--- config.mk ---
export PLATFORM = sky130hd
export DESIGN_NAME = pixel_dispatcher_flat
export DESIGN_NICKNAME = d
export VERILOG_FILES = /design/src/rtl/pixel_dispatcher_if.sv /design/src/rtl/pixel_dispatcher.sv /design/src/flat_wrapper.sv
export SDC_FILE = /design/constraint.sdc
export NUM_CORES = 1
export LEC_CHECK = 0
export CORE_MARGIN = 8
export CORE_UTILIZATION = 50
export CTS_CLUSTER_SIZE = 28
export DETAILED_ROUTE_END_ITERATION = 8
export GPL_TIMING_DRIVEN = 0
export PLACE_DENSITY = 0.91
export SYNTH_ARGS = -nofsm -noshare
export SYNTH_HDL_FRONTEND = slang
export SYNTH_SLANG_ARGS = --single-unit
--- constraint.sdc ---
create_clock -name clk -period 3.43 [get_ports clk]
set_input_delay 0.5145 -clock clk [delete_from_list [all_inputs] [get_ports clk]]
set_output_delay 0.5145 -clock clk [all_outputs]
set_load 0.02 [all_outputs]
--- src/rtl/pixel_dispatcher_if.sv ---
// Calculator task handshake plus the result pixel stream of pixel_dispatcher.
// master = dispatcher side; slave = calculator / frame-buffer side.
interface pixel_dispatcher_if #(
  parameter int WIDTH  = 22,
  parameter int ADDR_W = 12
);
  logic              calc_start;
  logic [WIDTH-1:0]  z_real_out;
  logic [WIDTH-1:0]  z_imag_out;
  logic [WIDTH-1:0]  c_real_out;
  logic [WIDTH-1:0]  c_imag_out;
  logic [7:0]        iteration_out;
  logic              calc_done;
  logic [7:0]        pixel_in;
  logic              pix_valid;
  logic              pix_ready;
  logic [7:0]        pix_data;
  logic [ADDR_W-1:0] pix_addr;

  modport master (
    output calc_start, z_real_out, z_imag_out, c_real_out, c_imag_out, iteration_out,
    input  calc_done, pixel_in,
    output pix_valid, pix_data, pix_addr,
    input  pix_ready
  );

  modport slave (
    input  calc_start, z_real_out, z_imag_out, c_real_out, c_imag_out, iteration_out,
    output calc_done, pixel_in,
    input  pix_valid, pix_data, pix_addr,
    output pix_ready
  );
endinterface

--- src/rtl/pixel_dispatcher.sv ---
// Raster-order Julia task issuer: feeds pixel_calculator and streams results out.
// Optional WAIT watchdog enabled by defining PIXEL_DISPATCHER_TIMEOUT_EN.
module pixel_dispatcher #(
  parameter int WIDTH      = 22,
  parameter int FRACTIONAL = 11,
  parameter int COLS       = 64,
  parameter int ROWS       = 48,
  parameter int ADDR_W     = $clog2(COLS*ROWS),
  parameter int TIMEOUT    = 260
) (
  input  logic               clk,
  input  logic               n_rst,
  input  logic               start,
  input  logic [WIDTH-1:0]   c_real_in,
  input  logic [WIDTH-1:0]   c_imag_in,
  input  logic [WIDTH-1:0]   x_min_in,
  input  logic [WIDTH-1:0]   y_max_in,
  input  logic [WIDTH-1:0]   step_in,
  pixel_dispatcher_if.master bus,
  output logic               busy,
  output logic               frame_done,
  output logic               timeout_err
);
  localparam int COL_W = (COLS > 1) ? $clog2(COLS) : 1;
  localparam int ROW_W = (ROWS > 1) ? $clog2(ROWS) : 1;
  localparam logic [COL_W-1:0] LAST_COL = COL_W'(COLS - 1);
  localparam logic [ROW_W-1:0] LAST_ROW = ROW_W'(ROWS - 1);

  if (FRACTIONAL < 0 || FRACTIONAL >= WIDTH || TIMEOUT < 1) begin : g_bad_params
    $error("pixel_dispatcher: FRACTIONAL must lie in [0, WIDTH) and TIMEOUT must be >= 1");
  end

  typedef enum logic [2:0] {IDLE, ISSUE, WAIT, OUTPUT, DONE} state_e;

  state_e            state_q;
  logic [COL_W-1:0]  col_q;
  logic [ROW_W-1:0]  row_q;
  logic [WIDTH-1:0]  x_min_q, step_q, c_real_q, c_imag_q, z_real_q, z_imag_q;
  logic              calc_start_q, pix_valid_q, busy_q, frame_done_q;
  logic [7:0]        pix_data_q;
  logic [ADDR_W-1:0] pix_addr_q;
  logic              last_pixel;

  assign last_pixel = (col_q == LAST_COL) && (row_q == LAST_ROW);

`ifdef PIXEL_DISPATCHER_TIMEOUT_EN
  localparam int TW = $clog2(TIMEOUT + 1);
  localparam logic [TW-1:0] TIMEOUT_LAST = TW'(TIMEOUT - 1);
  logic [TW-1:0] wait_cnt_q;
  logic          timeout_err_q;
  assign timeout_err = timeout_err_q;
`else
  assign timeout_err = 1'b0;
`endif

  always_ff @(posedge clk or negedge n_rst) begin
    if (!n_rst) begin
      state_q      <= IDLE;
      col_q        <= '0;
      row_q        <= '0;
      x_min_q      <= '0;
      step_q       <= '0;
      c_real_q     <= '0;
      c_imag_q     <= '0;
      z_real_q     <= '0;
      z_imag_q     <= '0;
      calc_start_q <= 1'b0;
      pix_valid_q  <= 1'b0;
      pix_data_q   <= '0;
      pix_addr_q   <= '0;
      busy_q       <= 1'b0;
      frame_done_q <= 1'b0;
`ifdef PIXEL_DISPATCHER_TIMEOUT_EN
      wait_cnt_q    <= '0;
      timeout_err_q <= 1'b0;
`endif
    end else begin
      case (state_q)
        IDLE: if (start) begin
          x_min_q      <= x_min_in;
          step_q       <= step_in;
          c_real_q     <= c_real_in;
          c_imag_q     <= c_imag_in;
          z_real_q     <= x_min_in;
          z_imag_q     <= y_max_in;
          col_q        <= '0;
          row_q        <= '0;
          pix_addr_q   <= '0;
          calc_start_q <= 1'b1;
          busy_q       <= 1'b1;
          state_q      <= ISSUE;
`ifdef PIXEL_DISPATCHER_TIMEOUT_EN
          timeout_err_q <= 1'b0;
`endif
        end
        // The calculator still reports done from its idle state here; ignore it.
        ISSUE: begin
          state_q <= WAIT;
`ifdef PIXEL_DISPATCHER_TIMEOUT_EN
          wait_cnt_q <= '0;
`endif
        end
        WAIT: begin
          if (bus.calc_done) begin
            pix_data_q   <= bus.pixel_in;
            pix_valid_q  <= 1'b1;
            calc_start_q <= 1'b0;
            state_q      <= OUTPUT;
          end
`ifdef PIXEL_DISPATCHER_TIMEOUT_EN
          else if (wait_cnt_q == TIMEOUT_LAST) begin
            pix_data_q    <= 8'hFF;
            timeout_err_q <= 1'b1;
            pix_valid_q   <= 1'b1;
            calc_start_q  <= 1'b0;
            state_q       <= OUTPUT;
          end else begin
            wait_cnt_q <= wait_cnt_q + 1'b1;
          end
`endif
        end
        OUTPUT: if (bus.pix_ready) begin
          pix_valid_q <= 1'b0;
          pix_addr_q  <= pix_addr_q + 1'b1;
          if (last_pixel) begin
            frame_done_q <= 1'b1;
            state_q      <= DONE;
          end else begin
            calc_start_q <= 1'b1;
            state_q      <= ISSUE;
            if (col_q == LAST_COL) begin
              col_q    <= '0;
              row_q    <= row_q + 1'b1;
              z_real_q <= x_min_q;
              z_imag_q <= z_imag_q - step_q;
            end else begin
              col_q    <= col_q + 1'b1;
              z_real_q <= z_real_q + step_q;
            end
          end
        end
        DONE: begin
          frame_done_q <= 1'b0;
          busy_q       <= 1'b0;
          state_q      <= IDLE;
        end
        default: state_q <= IDLE;
      endcase
    end
  end

  assign bus.calc_start    = calc_start_q;
  assign bus.z_real_out    = z_real_q;
  assign bus.z_imag_out    = z_imag_q;
  // busy_q mirrors "not IDLE", so c is only exposed while a frame runs.
  assign bus.c_real_out    = busy_q ? c_real_q : '0;
  assign bus.c_imag_out    = busy_q ? c_imag_q : '0;
  assign bus.iteration_out = 8'd0;
  assign bus.pix_valid     = pix_valid_q;
  assign bus.pix_data      = pix_data_q;
  assign bus.pix_addr      = pix_addr_q;
  assign busy              = busy_q;
  assign frame_done        = frame_done_q;
endmodule

--- src/flat_wrapper.sv ---
// flat-port wrapper written by rule: the top's interface ports become plain ports
module pixel_dispatcher_flat 
#(
  parameter int WIDTH      = 22,
  parameter int FRACTIONAL = 11,
  parameter int COLS       = 64,
  parameter int ROWS       = 48,
  parameter int ADDR_W     = $clog2(COLS*ROWS),
  parameter int TIMEOUT    = 260
)
  (clk, n_rst, start, c_real_in, c_imag_in, x_min_in, y_max_in, step_in, busy, frame_done, timeout_err, bus_calc_start, bus_z_real_out, bus_z_imag_out, bus_c_real_out, bus_c_imag_out, bus_iteration_out, bus_calc_done, bus_pixel_in, bus_pix_valid, bus_pix_data, bus_pix_addr, bus_pix_ready);
  pixel_dispatcher_if #(.WIDTH(WIDTH), .ADDR_W(ADDR_W)) bus_i ();
  input  logic clk;
  input  logic n_rst;
  input  logic start;
  input  logic [WIDTH-1:0] c_real_in;
  input  logic [WIDTH-1:0] c_imag_in;
  input  logic [WIDTH-1:0] x_min_in;
  input  logic [WIDTH-1:0] y_max_in;
  input  logic [WIDTH-1:0] step_in;
  output logic busy;
  output logic frame_done;
  output logic timeout_err;
  output wire logic [$bits(bus_i.calc_start)-1:0] bus_calc_start;
  output wire logic [$bits(bus_i.z_real_out)-1:0] bus_z_real_out;
  output wire logic [$bits(bus_i.z_imag_out)-1:0] bus_z_imag_out;
  output wire logic [$bits(bus_i.c_real_out)-1:0] bus_c_real_out;
  output wire logic [$bits(bus_i.c_imag_out)-1:0] bus_c_imag_out;
  output wire logic [$bits(bus_i.iteration_out)-1:0] bus_iteration_out;
  input wire logic [$bits(bus_i.calc_done)-1:0] bus_calc_done;
  input wire logic [$bits(bus_i.pixel_in)-1:0] bus_pixel_in;
  output wire logic [$bits(bus_i.pix_valid)-1:0] bus_pix_valid;
  output wire logic [$bits(bus_i.pix_data)-1:0] bus_pix_data;
  output wire logic [$bits(bus_i.pix_addr)-1:0] bus_pix_addr;
  input wire logic [$bits(bus_i.pix_ready)-1:0] bus_pix_ready;
  assign bus_calc_start = bus_i.calc_start;
  assign bus_z_real_out = bus_i.z_real_out;
  assign bus_z_imag_out = bus_i.z_imag_out;
  assign bus_c_real_out = bus_i.c_real_out;
  assign bus_c_imag_out = bus_i.c_imag_out;
  assign bus_iteration_out = bus_i.iteration_out;
  assign bus_i.calc_done = bus_calc_done;
  assign bus_i.pixel_in = bus_pixel_in;
  assign bus_pix_valid = bus_i.pix_valid;
  assign bus_pix_data = bus_i.pix_data;
  assign bus_pix_addr = bus_i.pix_addr;
  assign bus_i.pix_ready = bus_pix_ready;
  pixel_dispatcher #(.WIDTH(WIDTH), .FRACTIONAL(FRACTIONAL), .COLS(COLS), .ROWS(ROWS), .ADDR_W(ADDR_W), .TIMEOUT(TIMEOUT)) u_core (.clk(clk), .n_rst(n_rst), .start(start), .c_real_in(c_real_in), .c_imag_in(c_imag_in), .x_min_in(x_min_in), .y_max_in(y_max_in), .step_in(step_in), .bus(bus_i), .busy(busy), .frame_done(frame_done), .timeout_err(timeout_err));
endmodule
==> metrics.txt, run 1 <==
status=completed; core area=~0.019 mm2; share of synthesized cell area in full adder, half adder and majority cells=roughly 6.3%; drt initial violations=approximately 800; max cap viols=0; post-cts resize count=0; Setup Buffers After CTS=0; GP Congestion=around 0.91; Initial Utilization=51.1%; clock latency at the later pin of the worst-skew pair=roughly 0.43 ns; Simple-Gate Fraction of Synth Area=between 20% and 30%; first-pass GRT wire length=48600 um; CP max-delay cell=dfrtp_1; total power=approximately 14 mW; Int Pwr=~7.7 mW; Area contributors post-synth=dfrtp_1, nand2_1, ha_1, a21oi_1, o21ai_0; Die X=between 150 and 200 um; vias=about 9400; RSZ-0062 raised after global routing=no; DPL Wire Length=roughly 23000 um; synthesized cell area=around 0.0096 mm2; Setup Crit Path Kind=register to register; async set-reset flop share out of synthesis=100%; CP startpoint kind=register; CTS buffer count=17; Post-CTS Hold Fix Bufs=0; Slew HR=a little under half; largest family of logic cells by synthesized area=simple AND/OR/NAND/NOR gates; Max FO, Critical Path=3; vias per cell=5.65; grt ovf=0; worst path cell trace=ha_1 > fa_1 > a21o_1 > a21oi_2 > o21ai_1 > a211oi_2 > o21ai_2 > a221o_1 > o21ai_0 > or4_1 > nand3_1; Worst EP arrival=approximately 3.4 ns; Worst Hold Class=input pin to async pin; share of the synthesized area in the top cell type=44.4%; TritonCTS clock tree=yes; area delta synth->final=34.3%; gr usage total=25.5%; post-synthesis sequential area ratio=between 40% and 50%; H-tree Lvls=4; die area=roughly 0.024 mm2; switching share of power=45.5%; Hold Vio Cnt, Final=0; I/O pin count=approximately 240; worst clock skew=0.00886 ns; DRC=0; Rows=50; Cells after Synth=roughly 1100; EDFF count, synth=0; Avg Inst Size Synth=~8.6 um2; initial antenna violation count=1; Max clock buf depth=2; multiplexer area fraction after synthesis=under 10%; Clock power frac=a little over an eighth; die height=roughly 150 um; Most used DFF post-synth=dfrtp_1; clk root buf=clkbuf_16; P_sw=approximately 6.4 mW; Synth Warn #=0; routed wire length per instance=approximately 19 um; Synth Area in XOR/XNOR=roughly 4%; DRT antenna net count=0; period utilization=between 80% and 90%; fin crit period=just over 3 ns; Worst setup EP type=register; part of the power in combinational logic=about three fifths; WP data required=3.73 ns; # clock sinks=171; Worst-Margin Slew=roughly 0.8 ns; Max Slew Vio Count=0; vias in the first global route=approximately 9400; Final nets=between 1500 and 2000; P_leak=5.96 nW; Fmax achieved=between 300 and 400 MHz; VDD IR max=0.722 mV; share of cells above drive strength 1=6.37%; largest net degree at the start of global routing=~100; Seq pwr share=25.6%; # setup viols final=0; hold slack=0.107 ns; drt pass-1 iters=6; Power Density=1090 mW/mm2; Worst-path clk slew=roughly 0.070 ns; Port Buffers=roughly 230; Synth area leader=dfrtp_1; Routed Wire Length=31100 um; slowest stage delay, CP=0.46 ns; Seq cells post-synth=roughly 170; Synth Area in Compound Gates=approximately 17%; Netlist cell types=63
[cell families after synthesis]
group,after synthesis
simple gates,499
compound gates,249
mux,10
flops,171
buf+inv,103
fa+ha+maj,47
xor+xnor,45
other cells,1
[placed cells by master, fill, tap and decap left out, types with 10 or more instances in the layout]
| cell type | Yosys | routed |
|---|---|---|
| a21o_1 | 17 | 17 |
| a21oi_1 | 68 | 68 |
| a31oi_1 | 10 | 10 |
| and2_1 | 47 | 47 |
| and3_1 | 16 | 16 |
| buf_2 | 15 | 15 |
| clkbuf_1 | 37 | 37 |
| clkbuf_16 | 0 | 17 |
| clkdlybuf4s50_1 | 0 | 232 |
| dfrtp_1 | 171 | 171 |
| ha_1 | 45 | 45 |
| inv_1 | 40 | 40 |
| nand2_1 | 300 | 300 |
| nand3_1 | 32 | 32 |
| nand4_1 | 11 | 11 |
| nor2_1 | 58 | 58 |
| nor3_1 | 10 | 10 |
| o211ai_1 | 11 | 11 |
| o21ai_0 | 63 | 63 |
| xnor2_1 | 19 | 19 |
| xor2_1 | 26 | 26 |
[path summary, 6_finish.rpt]
path / start / to / slack (ns) / depth (start not counted)
max in group asynchronous: n_rst / u_core.x_min_q[7] / 2.51 / 2
hold / removal: n_rst / u_core.bus.z_imag_out[8] / 0.11 / 1
setup reg to reg: u_core.step_q[0] / u_core.bus.z_real_out[20] / 0.36 / 11
hold reg to reg: u_core.c_real_q[16] / u_core.c_real_q[16] / 0.47 / 2
setup / recovery: u_core.step_q[0] / u_core.bus.z_real_out[20] / 0.36 / 11
min in group clk: u_core.c_real_q[16] / u_core.c_real_q[16] / 0.47 / 2
[power groups by stage]
| stage | registers (mW) | logic (mW) | clock network, mW |
|---|---|---|---|
| floorplan | 3.77 | 5.24 | 0 |
| global placement | 3.55 | 8.13 | 0 |
| detailed placement | 3.58 | 8.36 | 0 |
| CTS | 3.56 | 8.45 | 1.94 |
| global route | 3.68 | 9.28 | 2.01 |
| finish | 3.59 | 8.53 | 1.92 |
[cell usage after synthesis (all sizes together) (2+ instances only)]
| cell type | count |
|---|---|
| fa | 2 |
| inv | 40 |
| a31oi | 11 |
| o21ai | 73 |
| nand3 | 32 |
| buf | 26 |
| o2111ai | 3 |
| a211oi | 10 |
| nor3 | 11 |
| xnor2 | 19 |
| ha | 45 |
| o211ai | 11 |
| a211o | 2 |
| or4 | 3 |
| a2111oi | 2 |
| a21o | 17 |
| and2 | 48 |
| o22ai | 9 |
| a41oi | 3 |
| a21oi | 70 |
| a221o | 6 |
| nor4 | 3 |
| mux2 | 9 |
| clkbuf | 37 |
| nand4 | 11 |
| nor2 | 58 |
| or2 | 2 |
| nand2 | 300 |
| dfrtp | 171 |
| o221a | 5 |
| or3 | 7 |
| o21a | 7 |
| o21bai | 6 |
| nor2b | 4 |
| and3 | 16 |
| nand2b | 2 |
| a311oi | 2 |
| xor2 | 26 |
| o31ai | 4 |
[routing by layer]
metal,wire [um],vias up,GRT usage [%]
met5,0,-,0
met4,1370,0,12.7
met3,2640,87,6.63
met2,14800,462,42.5
met1,12300,4484,30.1
li1,-,4344,-
[registers in the layout, summed over array words and instances (netlist names)]
name and count:
u_core.bus.calc_start 1, u_core.bus.pix_addr 12, u_core.bus.pix_data 8, u_core.bus.pix_valid 1
u_core.bus.z_imag_out 22, u_core.bus.z_real_out 22, u_core.busy 1, u_core.c_imag_q 22
u_core.c_real_q 22, u_core.col_q 6, u_core.frame_done 1, u_core.row_q 6
u_core.state_q 3, u_core.step_q 22, u_core.x_min_q 22
[metrics by stage]
stage	setup slack [ns]	util, %	instance area (um2)	cells	setup TNS, ns
after floorplan	0.721	-	9660	1133	0
after CTS	0.419	68.7	12900	1658	0
final	0.358	68.7	12900	1659	0
after global routing	0.275	68.7	12900	1659	0
after global placement	-5.22	65.4	12300	1626	-889.59
after detailed placement	0.433	65.6	12300	1627	0
[worst max-delay path, delay by kind of cell (launching register included)]
family | cells | cell delay, ns
compound gates | 7 | 1.55
flops | 1 | 0.46
fa+ha+maj | 2 | 0.71
simple gates | 2 | 0.22
[layout make-up]
class	count	area, um2
Antenna cell	1	2.50
Inverter	40	150
Buffer	63	289
Tap cell	260	325
Clock buffer	22	494
Fill cell	1401	5900
Multi-Input combinational cell	859	4940
Sequential cell	171	4280
Clock inverter	9	88.8
Timing Repair Buffer	234	2360
Note: power is estimated with default switching activity, not from simulation.
==> run 2: changes to the inputs <==
--- a/config.mk
+++ b/config.mk
@@ -6,11 +6,12 @@
 export NUM_CORES = 1
 export LEC_CHECK = 0
 export CORE_MARGIN = 8
-export CORE_UTILIZATION = 50
+export CORE_UTILIZATION = 45
 export CTS_CLUSTER_SIZE = 28
 export DETAILED_ROUTE_END_ITERATION = 8
 export GPL_TIMING_DRIVEN = 0
-export PLACE_DENSITY = 0.91
+export PLACE_DENSITY = 0.87
+export SLEW_MARGIN = 25
 export SYNTH_ARGS = -nofsm -noshare
 export SYNTH_HDL_FRONTEND = slang
 export SYNTH_SLANG_ARGS = --single-unit
==> constraint.sdc (replaced) <==
create_clock -name clk -period 2.7 [get_ports clk]
set_input_delay 0.405 -clock clk [delete_from_list [all_inputs] [get_ports clk]]
set_output_delay 0.405 -clock clk [all_outputs]
set_load 0.02 [all_outputs]
==> run 2 against run 1 <==
The run now ends with setup timing left. Hold slack gained 0.21 ns. Wire length rose by 4.0%. Setup slack worse by 0.43 ns. Fmax rose by 11%. Combinational power is 37% higher. Critical path type unchanged. Critical path depth unchanged. Largest power group unchanged. Via count down 0.33%. Total power up 34%. Cell area is 3.2% higher.
==> metrics.txt, run 2 (synthesis gave the netlist of run 1 again) <==
initial antenna violation count=1 (unchanged); Worst Hold Class=input pin to async pin (unchanged); r2r startpoint=u_core.bus.z_real_out[0] (was u_core.step_q[0]); commonest non-fill, non-tap cells in the layout=nand2_1, clkdlybuf4s50_1, dfrtp_1, a21oi_1, o21ai_0 (unchanged); max cap viols=0 (unchanged); grt ovf=0 (unchanged); clock latency at the later pin of the worst-skew pair=0.44 ns (was 0.43 ns); Worst-Margin Slew=0.757 ns (was 0.817 ns); gr usage total=24.0% (was 25.5%); WP data required=3.01 ns (was 3.73 ns); vias=9346 (was 9377); violated checks=setup timing; fillers=1659 (was 1401); Placed Area=0.0124 mm2 (was 0.0123 mm2); Slew HR=49.6% (was 45.6%); Setup Crit Path Kind=register to register (unchanged); crit path from=u_core.bus.z_real_out[0] (was u_core.step_q[0]); Final nets=1574 (was 1556); Multi-input gate area=0.00516 mm2 (was 0.00494 mm2); CP startpoint kind=register (unchanged); Worst setup EP type=register (unchanged); Final TNS setup=-0.163 ns (was 0 ns); Max clock buf depth=2 (unchanged); final setup margin=-0.0747 ns (was 0.358 ns); Die X=162 um (was 155 um); H-tree Lvls=4 (unchanged); die area=0.0263 mm2 (was 0.0240 mm2); clk root buf=clkbuf_16 (unchanged); routed wire length per instance=19.1 um (was 18.8 um); vias in the first global route=9433 (was 9373); drt pass-1 iters=5 (was 6); area delta synth->final=38.6% (was 34.3%); share of cells above drive strength 1=10.1% (was 6.37%); Initial Utilization=45.8% (was 51.1%); RSZ-0062 raised after global routing=yes (was no); VDD IR max=0.698 mV (was 0.722 mV); Power Density=1410 mW/mm2 (was 1090 mW/mm2); Rows=53 (was 50); vias per cell=5.52 (was 5.65); status=finished with violations (was completed); CTS buffer count=17 (unchanged); Worst-path clk slew=0.07 ns (about the same); TritonCTS clock tree=yes (unchanged); Max FO, Critical Path=3 (unchanged); fin crit period=2.77 ns (was 3.07 ns); Port Buffers=233 (unchanged); final std cells w/o fill=1693 (was 1659); design area=0.0133 mm2 (was 0.0129 mm2); GP Congestion=0.907 (was 0.910); largest net degree at the start of global routing=92 (was 102); I/O pin count=244 (unchanged); period utilization=103% (was 89.6%); Hold Vio Cnt, Final=0 (unchanged); hold slack=0.320 ns (was 0.107 ns); DRT antenna net count=0 (unchanged); DPL Wire Length=24100 um (was 23300 um); commonest non-fill, non-tap cell in the layout=nand2_1 (unchanged); DRC=0 (unchanged); core area=0.0210 mm2 (was 0.0188 mm2); Fmax achieved=360 MHz (was 326 MHz); # clock sinks=171 (unchanged); Storage cell area=0.00428 mm2 (about the same); Placed Instances=1643 (was 1627); Max Slew Vio Count=0 (unchanged); Post-Place Worst Slack=-0.223 ns (was 0.433 ns); worst clock skew=0.00872 ns (was 0.00886 ns); drt initial violations=963 (was 802); first-pass GRT wire length=50300 um (was 48600 um); # setup viols final=3 (was 0); die height=162 um (was 155 um); Worst EP arrival=3.08 ns (was 3.37 ns); P_leak=6.07 nW (was 5.96 nW); Routed Wire Length=32300 um (was 31100 um)
[run 2: changes by cell type in the layout (fill, tap and decap cells not counted), moves of 6 or more]
cell     delta
a21oi_1     -7
a21oi_2     +6
buf_4      +16
ha_1        -8
ha_4        +6
[run 2: power breakdown]
group	internal, mW	switching [mW]
clock network	1.42	1.11
logic	5.09	6.57
registers	3.67	0.912
[run 2: area by class of cell]
class,count,share of cell area [%]
multi-input combinational,859,38.6
sequential,171,32.1
buffer,63,2.19
clock buffer,19,3.39
timing repair buffer,252,18.9
clock inverter,13,1.06
tap,275,2.58
inverter,40,1.13
antenna,1,0.0188
[run 2: path summary, 6_finish.rpt]
kind	end	slack [ns]	cells after the start
worst max-delay path	u_core.bus.z_real_out[16]	-0.07	11
worst min-delay path	u_core.c_imag_q[16]	0.32	2
worst max register to register	u_core.bus.z_real_out[16]	-0.07	11
worst min register to register	u_core.c_imag_q[13]	0.47	2
max in group asynchronous	u_core.step_q[1]	1.33	4
min in group clk	u_core.bus.pix_addr[1]	0.38	3
[run 2: metrics by stage]
step / power (mW) / util (%)
after floorplan: 11.5 / -
after global placement: 14.9 / 58.7
after detailed placement: 15.3 / 59.0
after CTS: 18.0 / 62.3
after global routing: 20.0 / 63.5
final: 18.8 / 63.5
[run 2: layer usage]
metal  share of wire [%]  wire length (um)  global-route usage, %
met5                   0                 0                      0
met3                 6.9              2240                   4.68
met4                 4.6              1480                   12.9
met1                  40             13100                   29.7
met2                  48             15600                   38.9
[run 2: worst max-delay path, cell delays in order, from the launching register on]
cell and delay, ns:
dfrtp_1 0.42, ha_4 0.19, fa_2 0.38, a21o_1 0.20
a21oi_2 0.17, o21ai_2 0.08, a211oi_2 0.26, o21ai_2 0.10
a221o_1 0.39, a21oi_2 0.19, xor2_1 0.18, a31oi_1 0.09
[run 2: repair_timing]
action	4_1_cts	5_1_grt
setup endpoints to repair	11	34
hold buffers	1	0
endpoints found under the hold margin	2	0
pin swaps	12	27
setup buffers	6	10
resized for setup	13	35
==> run 3: changes to the inputs <==
--- a/config.mk
+++ b/config.mk
@@ -10,7 +10,7 @@
 export CTS_CLUSTER_SIZE = 28
 export DETAILED_ROUTE_END_ITERATION = 8
 export GPL_TIMING_DRIVEN = 0
-export PLACE_DENSITY = 0.87
+export PLACE_DENSITY = 0.88
 export SLEW_MARGIN = 25
 export SYNTH_ARGS = -nofsm -noshare
 export SYNTH_HDL_FRONTEND = slang
==> run 3 against run 2 <==
The flow still finishes with violations (setup timing). Wire length rose by 3.1%. First-iteration DRC count down 6.7%. Via count rose by 2.1%. Sequential power rose by 0.9%. Setup slack better by 0.0050 ns. Cell count about the same. Critical path depth did not move. Fmax is 0.18% higher. Cell area up 0.59%. Critical path type unchanged. Critical endpoint unchanged. Largest cell class unchanged.
==> metrics.txt, run 3 (synthesis gave the netlist of run 1 again) <==
status=finished with violations (unchanged); violated checks=setup timing (unchanged); Placed Area=0.0124 mm2 (unchanged); Worst setup EP type=register (unchanged); Rows=53 (unchanged); largest net degree at the start of global routing=75 (was 92); Routed Wire Length=33400 um (was 32300 um); Worst-Margin Slew=0.719 ns (was 0.757 ns); period utilization=103% (about the same); DRT antenna net count=0 (unchanged); vias per cell=5.63 (was 5.52); first-pass GRT wire length=49700 um (was 50300 um); Worst EP arrival=3.07 ns (was 3.08 ns); initial antenna violation count=1 (unchanged); Die X=162 um (unchanged); drt pass-1 iters=6 (was 5); total power=19.1 mW (was 18.8 mW); core area=0.0210 mm2 (unchanged); VDD IR max=0.713 mV (was 0.698 mV); Hold Vio Cnt, Final=0 (unchanged); clock latency at the later pin of the worst-skew pair=0.43 ns (was 0.44 ns); commonest non-fill, non-tap cell in the layout=nand2_1 (unchanged); reg2reg path depth=11 (unchanged); routed wire length per instance=19.7 um (was 19.1 um); final setup margin=-0.0697 ns (was -0.0747 ns); drt initial violations=898 (was 963); Slew HR=52.1% (was 49.6%); H-tree Lvls=4 (unchanged); Fmax achieved=361 MHz (was 360 MHz); I/O pin count=244 (unchanged); worst clock skew=0.0121 ns (was 0.00872 ns); wire length on met2=16400 um (was 15600 um); die height=162 um (unchanged); WP data required=3.00 ns (was 3.01 ns); met3 wire len=2410 um (was 2240 um); met1 wire length=13200 um (was 13100 um); Max Slew Vio Count=0 (unchanged); Setup Crit Path Kind=register to register (unchanged); P_leak=6.09 nW (was 6.07 nW); Worst Hold Class=input pin to register (was input pin to async pin); # setup viols final=6 (was 3); die area=0.0263 mm2 (unchanged); # clock sinks=171 (unchanged); Max FO, Critical Path=3 (unchanged); vias=9541 (was 9346); clk root buf=clkbuf_16 (unchanged); Power Density=1420 mW/mm2 (was 1410 mW/mm2); CTS buffer count=17 (unchanged); Worst-path clk slew=0.07 ns (about the same); vias in the first global route=9513 (was 9433); top sig layer=met4 (unchanged); CP startpoint kind=register (unchanged); gr usage total=23.8% (was 24.0%); Final nets=1575 (was 1574); DPL Wire Length=24000 um (was 24100 um); fin crit period=2.77 ns (about the same); design area=0.0134 mm2 (was 0.0133 mm2); TritonCTS clock tree=yes (unchanged); commonest non-fill, non-tap cells in the layout=nand2_1, clkdlybuf4s50_1, dfrtp_1, a21oi_1, o21ai_0 (unchanged); share of cells above drive strength 1=10.4% (was 10.1%); Port Buffers=233 (unchanged); GP Congestion=0.914 (was 0.907); RSZ-0062 raised after global routing=yes (unchanged); area delta synth->final=39.4% (was 38.6%); Hold Crit Depth=3; final core utilization=63.9% (was 63.5%); grt ovf=0 (unchanged); max cap viols=0 (unchanged); DRC=0 (unchanged); Initial Utilization=45.8% (unchanged); Max clock buf depth=2 (unchanged)
## run 3: changes by cell type in the layout (fill, tap and decap cells not counted), moves of 2 or more
cell        change
clkbuf_1        +5
clkbuf_2        -2
clkinv_2        -2
clkinv_4        +2
clkinvlp_4      -3
dfrtp_1         -2
dfrtp_2         +2
ha_1            -2
o21ai_0         -2
o21ai_1         +2
## run 3: worst paths after layout
path | to | from | slack [ns]
setup / recovery | u_core.bus.z_real_out[16] | u_core.bus.z_real_out[0] | -0.07
hold / removal | u_core.bus.pix_addr[1] | bus_pix_ready | 0.40
setup reg to reg | u_core.bus.z_real_out[16] | u_core.bus.z_real_out[0] | -0.07
hold reg to reg | u_core.c_real_q[4] | u_core.c_real_q[4] | 0.47
max in group asynchronous | u_core.step_q[2] | n_rst | 1.54
min in group asynchronous | u_core.c_imag_q[9] | n_rst | 0.45
## run 3: through the flow
stage | hold slack (ns) | worst slack (ns) | setup TNS, ns | instances
global route | 0.431 | -0.197 | -1.31 | 1694
detailed placement | 0.313 | -0.259 | -1.17 | 1643
CTS | 0.374 | -0.107 | -0.280 | 1686
global placement | 0.450 | -5.90 | -1006.19 | 1641
finish | 0.404 | -0.0697 | -0.251 | 1694
floorplan | 0.109 | 0.0300 | 0 | 1133
## run 3: per-layer routing
layer	vias up	global-route usage, %
li1	4386	-
met5	-	0
met2	476	39.9
met4	0	12.3
met1	4579	28.8
met3	100	4.51
## run 3: what timing repair did
item,CTS,global route
gates cloned,0,0
buffers inserted,10,10
setup endpoints to repair,11,25
hold endpoints to repair,37,0
hold buffers,1,0
pin swaps,13,32
gates resized for setup,15,42
## run 3: report_power, final
group	internal (mW)	switching [mW]
clock network	1.54	1.06
registers	3.67	0.953
logic	5.17	6.73
## run 3: area by class of cell
class / instances / area [um2]
Fill cell: 1665 / 7600
Multi-Input combinational cell: 859 / 5200
Sequential cell: 171 / 4280
Timing Repair Buffer: 253 / 2530
Clock buffer: 23 / 478
Tap cell: 275 / 344
Buffer: 63 / 290
Inverter: 40 / 150
Clock inverter: 9 / 136
Antenna cell: 1 / 2.50
## run 3: critical path, cell delays in order (launching register included)
cell and delay [ns]:
dfrtp_1 0.43, ha_4 0.19, fa_2 0.35, a21o_1 0.22, a21oi_2 0.17, o21ai_2 0.08
a211oi_2 0.27, o21ai_2 0.10, a221o_1 0.38, a21oi_2 0.18, xor2_1 0.18, a31oi_1 0.10
